===== src/rtl/mac_job_issuer.sv =====
// Job issuer for the MAC sample controller: replays a small table of request words and captures results.
// Optional result checking against table[idx][31:24] is enabled by defining MAC_ISSUER_CHECK_EN.
module mac_job_issuer #(
    parameter int NUM_JOBS    = 8,
    parameter int ADDR_W      = 3,
    parameter int TIMEOUT_CYC = 64,
    parameter int GAP_CYC     = 2
) (
    input  logic              clk,
    input  logic              rstn,
    input  logic              ld_en,
    input  logic [ADDR_W-1:0] ld_addr,
    input  logic [31:0]       ld_data,
    input  logic [ADDR_W:0]   num_jobs,
    input  logic              start,
    output logic              busy,
    output logic              done,
    output logic              r_valid,
    output logic [31:0]       req_data,
    input  logic              t_valid,
    input  logic [7:0]        rsp_data,
    output logic              res_valid,
    output logic [ADDR_W-1:0] res_idx,
    output logic [7:0]        res_data,
    output logic              timeout_err,
    output logic [ADDR_W:0]   err_cnt
);

    localparam int JW    = ADDR_W + 1;
    localparam int CNT_W = $clog2(TIMEOUT_CYC + 1);
    localparam int GAP_W = $clog2(GAP_CYC + 1);

    localparam logic [JW-1:0]    MAX_JOBS  = JW'(NUM_JOBS);
    localparam logic [CNT_W-1:0] WAIT_LAST = CNT_W'(TIMEOUT_CYC - 1);
    localparam logic [GAP_W-1:0] GAP_LAST  = GAP_W'(GAP_CYC - 1);

    typedef enum logic [2:0] {
        IDLE,
        ISSUE,
        WAIT,
        GAP,
        DONE
    } state_t;

    state_t             state_q, state_d;
    logic [ADDR_W-1:0]  idx_q, idx_d;
    logic [JW-1:0]      jobs_q, jobs_d;
    logic [CNT_W-1:0]   wait_cnt_q, wait_cnt_d;
    logic [GAP_W-1:0]   gap_cnt_q, gap_cnt_d;
    logic               issue_cnt_q, issue_cnt_d;
    logic               busy_q, busy_d;
    logic               done_q, done_d;
    logic               r_valid_q, r_valid_d;
    logic [31:0]        req_data_q, req_data_d;
    logic               res_valid_q, res_valid_d;
    logic [ADDR_W-1:0]  res_idx_q, res_idx_d;
    logic [7:0]         res_data_q, res_data_d;
    logic               timeout_err_q, timeout_err_d;

    logic [31:0]        table_q [NUM_JOBS];
    logic [JW-1:0]      idx_plus;

    // Table contents survive reset; writes are only accepted while idle.
    always_ff @(posedge clk) begin
        if (ld_en && (state_q == IDLE)) begin
            table_q[ld_addr] <= ld_data;
        end
    end

    assign idx_plus = {1'b0, idx_q} + JW'(1);

    always_comb begin
        state_d       = state_q;
        idx_d         = idx_q;
        jobs_d        = jobs_q;
        wait_cnt_d    = wait_cnt_q;
        gap_cnt_d     = gap_cnt_q;
        issue_cnt_d   = issue_cnt_q;
        busy_d        = busy_q;
        done_d        = 1'b0;
        r_valid_d     = 1'b0;
        req_data_d    = '0;
        res_valid_d   = 1'b0;
        res_idx_d     = res_idx_q;
        res_data_d    = res_data_q;
        timeout_err_d = timeout_err_q;

        case (state_q)
            IDLE: begin
                busy_d = 1'b0;
                if (start) begin
                    busy_d = 1'b1;
                    if (num_jobs == '0) begin
                        state_d = DONE;
                        done_d  = 1'b1;
                    end else begin
                        jobs_d        = (num_jobs > MAX_JOBS) ? MAX_JOBS : num_jobs;
                        idx_d         = '0;
                        timeout_err_d = 1'b0;
                        issue_cnt_d   = 1'b0;
                        r_valid_d     = 1'b1;
                        req_data_d    = table_q[0];
                        state_d       = ISSUE;
                    end
                end
            end

            // r_valid is held for two cycles; the controller latches the word on the second.
            ISSUE: begin
                if (!issue_cnt_q) begin
                    issue_cnt_d = 1'b1;
                    r_valid_d   = 1'b1;
                    req_data_d  = req_data_q;
                end else begin
                    issue_cnt_d = 1'b0;
                    wait_cnt_d  = '0;
                    state_d     = WAIT;
                end
            end

            // A response on the final counted cycle wins over the timeout.
            WAIT: begin
                if (t_valid) begin
                    res_valid_d = 1'b1;
                    res_idx_d   = idx_q;
                    res_data_d  = rsp_data;
                    gap_cnt_d   = '0;
                    state_d     = GAP;
                end else if (wait_cnt_q == WAIT_LAST) begin
                    timeout_err_d = 1'b1;
                    done_d        = 1'b1;
                    state_d       = DONE;
                end else begin
                    wait_cnt_d = wait_cnt_q + CNT_W'(1);
                end
            end

            GAP: begin
                if (gap_cnt_q == GAP_LAST) begin
                    if (idx_plus == jobs_q) begin
                        done_d  = 1'b1;
                        state_d = DONE;
                    end else begin
                        idx_d       = idx_plus[ADDR_W-1:0];
                        issue_cnt_d = 1'b0;
                        r_valid_d   = 1'b1;
                        req_data_d  = table_q[idx_plus[ADDR_W-1:0]];
                        state_d     = ISSUE;
                    end
                end else begin
                    gap_cnt_d = gap_cnt_q + GAP_W'(1);
                end
            end

            DONE: begin
                busy_d  = 1'b0;
                state_d = IDLE;
            end

            default: begin
                busy_d  = 1'b0;
                state_d = IDLE;
            end
        endcase
    end

    always_ff @(posedge clk or negedge rstn) begin
        if (!rstn) begin
            state_q       <= IDLE;
            idx_q         <= '0;
            jobs_q        <= '0;
            wait_cnt_q    <= '0;
            gap_cnt_q     <= '0;
            issue_cnt_q   <= 1'b0;
            busy_q        <= 1'b0;
            done_q        <= 1'b0;
            r_valid_q     <= 1'b0;
            req_data_q    <= '0;
            res_valid_q   <= 1'b0;
            res_idx_q     <= '0;
            res_data_q    <= '0;
            timeout_err_q <= 1'b0;
        end else begin
            state_q       <= state_d;
            idx_q         <= idx_d;
            jobs_q        <= jobs_d;
            wait_cnt_q    <= wait_cnt_d;
            gap_cnt_q     <= gap_cnt_d;
            issue_cnt_q   <= issue_cnt_d;
            busy_q        <= busy_d;
            done_q        <= done_d;
            r_valid_q     <= r_valid_d;
            req_data_q    <= req_data_d;
            res_valid_q   <= res_valid_d;
            res_idx_q     <= res_idx_d;
            res_data_q    <= res_data_d;
            timeout_err_q <= timeout_err_d;
        end
    end

    assign busy        = busy_q;
    assign done        = done_q;
    assign r_valid     = r_valid_q;
    assign req_data    = req_data_q;
    assign res_valid   = res_valid_q;
    assign res_idx     = res_idx_q;
    assign res_data    = res_data_q;
    assign timeout_err = timeout_err_q;

`ifdef MAC_ISSUER_CHECK_EN
    logic          capture;
    logic          err_clr;
    logic [JW-1:0] err_cnt_q, err_cnt_d;

    assign capture = (state_q == WAIT) && t_valid;
    assign err_clr = (state_q == IDLE) && start && (num_jobs != '0);

    // Saturating mismatch count, updated on the same edge that raises res_valid.
    always_comb begin
        err_cnt_d = err_cnt_q;
        if (err_clr) begin
            err_cnt_d = '0;
        end else if (capture && (rsp_data != table_q[idx_q][31:24]) && (err_cnt_q != '1)) begin
            err_cnt_d = err_cnt_q + JW'(1);
        end
    end

    always_ff @(posedge clk or negedge rstn) begin
        if (!rstn) begin
            err_cnt_q <= '0;
        end else begin
            err_cnt_q <= err_cnt_d;
        end
    end

    assign err_cnt = err_cnt_q;
`else
    assign err_cnt = '0;
`endif

endmodule


===== config.mk =====
export PLATFORM = sky130hd
export DESIGN_NAME = mac_job_issuer
export DESIGN_NICKNAME = d
export VERILOG_FILES = /design/src/rtl/mac_job_issuer.sv
export SDC_FILE = /design/constraint.sdc
export NUM_CORES = 1
export LEC_CHECK = 0
export ABC_AREA = 1
export CORE_UTILIZATION = 56
export CTS_BUF_LIST = sky130_fd_sc_hd__clkbuf_8
export DETAILED_ROUTE_END_ITERATION = 16
export PLACE_DENSITY_LB_ADDON = 0.3
export SYNTH_ARGS = -nofsm -noshare
export SYNTH_HDL_FRONTEND = slang
export SYNTH_SLANG_ARGS = --single-unit

===== constraint.sdc =====
create_clock -name clk -period 4.79 [get_ports clk]
set_input_delay 0.479 -clock clk [delete_from_list [all_inputs] [get_ports clk]]
set_output_delay 0.479 -clock clk [all_outputs]
set_load 0.005 [all_outputs]

==> metrics.txt <==
status=completed; crit path time final=3.18 ns; final hold violations=0; CP startpoint=idx_q[0]$_DFFE_PN0P_; clk_lat worst skew=0.57 ns; Crit Path Category=reg -> reg; CTS tree=yes; # port buffers=99; hpwl dp=15500 um; crit path to=req_data[20]$_DFFE_PN0N_; global-route wire length before repair=46300 um; Max Clock Freq=314 MHz; largest net degree at the start of global routing=94; multi-input gate area in the final layout=3280 um^2; CTS root buf=clkbuf_8; FILL cells=1690; Yosys cell types=26; Hold WS=0.0717 ns; Worst VDD drop=249 uV; Ys Warns=0; Worst-Margin Slew=1.26 ns; clock-pin slew on the worst setup and hold paths=0.06 ns; die width=154 um; # DRC=0; Critical Path AT=3.68 ns; gr usage total=25.2%; # Post-CTS Setup Buffers=0; Hold Crit Class=in -> async; register area=9390 um^2; RSZ-0062 raised after global routing=no; largest stage delay on the critical path=0.79 ns; via count=8929; FF-to-FF setup slack=1.61 ns; Yosys top cell by area=edfxtp_1; most frequent cells in the layout=nand2_1 (283), edfxtp_1 (256), nor2_1 (151); layout overhead on the synthesized area=16.7%; Worst slew margin=15.8%; Die Y=154 um; # setup viols final=0; most common cell after layout, fill and taps aside=nand2_1; CTS Sinks=324; Post-DP Area=14200 um^2; CTS buffer count=51; Area contributors post-synth=edfxtp_1 (59%), dfrtp_1 (13%), nand2_1 (8.2%); critical path peak fanout=75; diodes inserted=0; Resized Gates After CTS=0; CP Capture Type=flip-flop; vias in the first global route=8867; worst path cell trace=buf_4, buf_4, nand3_1, nor2_1, nor2_1, nand2_1, nand2_2, nor2_4, nand2_1, nand3_1; fin nets=1298; die area=23900 um^2; Synth top area share=59.1%; drt first pass iters=5; cell count after synthesis=1142; Cells after DPL=1475; TNS Setup=0 ns; routability congestion estimate=0.813; initial antenna violation count=1; Leak=0.00575 uW; CORE AREA=22700 um^2; Worst R2R Path Depth=10; ANT nets after route=0; Netlist Area Pre-Place=13000 um^2; CP Data Required Time=5.29 ns; share of layout cells above drive strength 1=7.55%; Initial Util=57.3%; final cell count without fillers=1569; io pins=104; drt initial violations=844; final instance area=15200 um^2; crit share post-route=66.5%; Final Skew=0.0153 ns; P per Cell Area=515 nW/um^2; reg2reg start=idx_q[0]$_DFFE_PN0P_; sequential fraction of the synthesis area=72.1%; Rows=55; synthesis-stage register bit count=324; Worst Setup Start Kind=flip-flop; vias per cell=5.69; Wirelength per Cell=18.6 um; DRT Wirelength=29200 um; H-Tree Depth=2; CTS Hold Bufs=0; global route overflow=0; max_cap viols=0; Syn Area/Cell=11.4 um^2; fin. max-slew vios=0; Longest Clk Path Bufs=3; Worst path slowest cell=nor2_4; r2r endpoint=req_data[20]$_DFFE_PN0N_
[kinds of logic (layout without fill, tap and decap cells)]
group	count (synthesis)	after routing	share of synthesized area [%]
AND/OR/NAND/NOR	505	505	15.3
flip-flops	324	324	72.1
AO/OA/AOI/OAI	211	211	8.79
buffers and inverters	95	234	3.24
adder cells (fa/ha/maj)	3	3	0.288
XOR/XNOR	3	3	0.202
other	1	4	0.0288
[power by group]
group	internal [uW]	leakage, uW	switching (uW)
clock network	1150	0.000566	1060
logic	797	0.00198	1310
registers	3340	0.00321	152
[flip-flops by register name, indices dropped and copies added, names as in the netlist]
name and count:
table_q 256, req_data 32, res_data 8, wait_cnt_q 7
jobs_q 4, idx_q 3, res_idx 3, state_q 3
gap_cnt_q 2, busy 1, done 1, issue_cnt_q 1
r_valid 1, res_valid 1, timeout_err 1
[synthesized netlist by cell type (all sizes together)]
master    n
o21ai   139
nand2   287
o22ai    64
dfrtp    68
edfxtp  256
buf      30
a21oi     6
or2       1
nor3      5
nand3    49
nand4     3
ha        3
inv      31
nor2    159
clkbuf   34
o211ai    2
nand3b    1
conb      1
xor2      3
[routing by layer]
layer | vias to the layer above | global-route usage [%] | share of wire (%)
li1 | 4182 | - | -
met1 | 4262 | 34.3 | 42
met2 | 425 | 40.4 | 48
met3 | 58 | 4.40 | 8.1
met4 | 2 | 10.4 | 2.4
met5 | - | 0 | 0.051
[layout make-up]
| type | instances | share of cell area (%) |
|---|---|---|
| clock buffers | 57 | 5.17 |
| clock inverters | 37 | 1.26 |
| inverters | 31 | 0.783 |
| multi-input cells | 726 | 21.6 |
| flip-flops and latches | 324 | 61.8 |
| well taps | 285 | 2.35 |
| repair buffers | 109 | 7.00 |
[worst max-delay path, delay by kind of cell (launching register included)]
kind	cells	cell delay (ns)
flops	1	0.36
buf+inv	2	1.09
simple gates	8	1.55
[per-stage QoR]
| step | setup WS, ns | total power, uW | utilization (%) |
|---|---|---|---|
| 2_1_floorplan | 1.17 | 4810 | - |
| 3_3_place_gp | 1.81 | 5580 | 62.6 |
| 3_5_place_dp | 1.66 | 5640 | 62.6 |
| 4_1_cts | 1.63 | 7840 | 66.9 |
| 5_1_grt | 1.32 | 8250 | 66.9 |
| 6_report | 1.61 | 7810 | 66.9 |
[worst min-delay path by stage]
stage                             from                         to  depth (start not counted)  slack, ns
6_report                          rstn  wait_cnt_q[2]$_DFFE_PN0P_                          1       0.07
5_1_grt                           rstn  wait_cnt_q[2]$_DFFE_PN0P_                          1       0.13
4_1_cts                           rstn  wait_cnt_q[2]$_DFFE_PN0P_                          1       0.09
3_5_place_dp   issue_cnt_q$_DFFE_PN0P_    issue_cnt_q$_DFFE_PN0P_                          2       0.45
3_3_place_gp   issue_cnt_q$_DFFE_PN0P_    issue_cnt_q$_DFFE_PN0P_                          2       0.45
2_1_floorplan                     rstn           busy$_DFFE_PN0N_                          0       0.18
(Power assumes the default switching activity.)
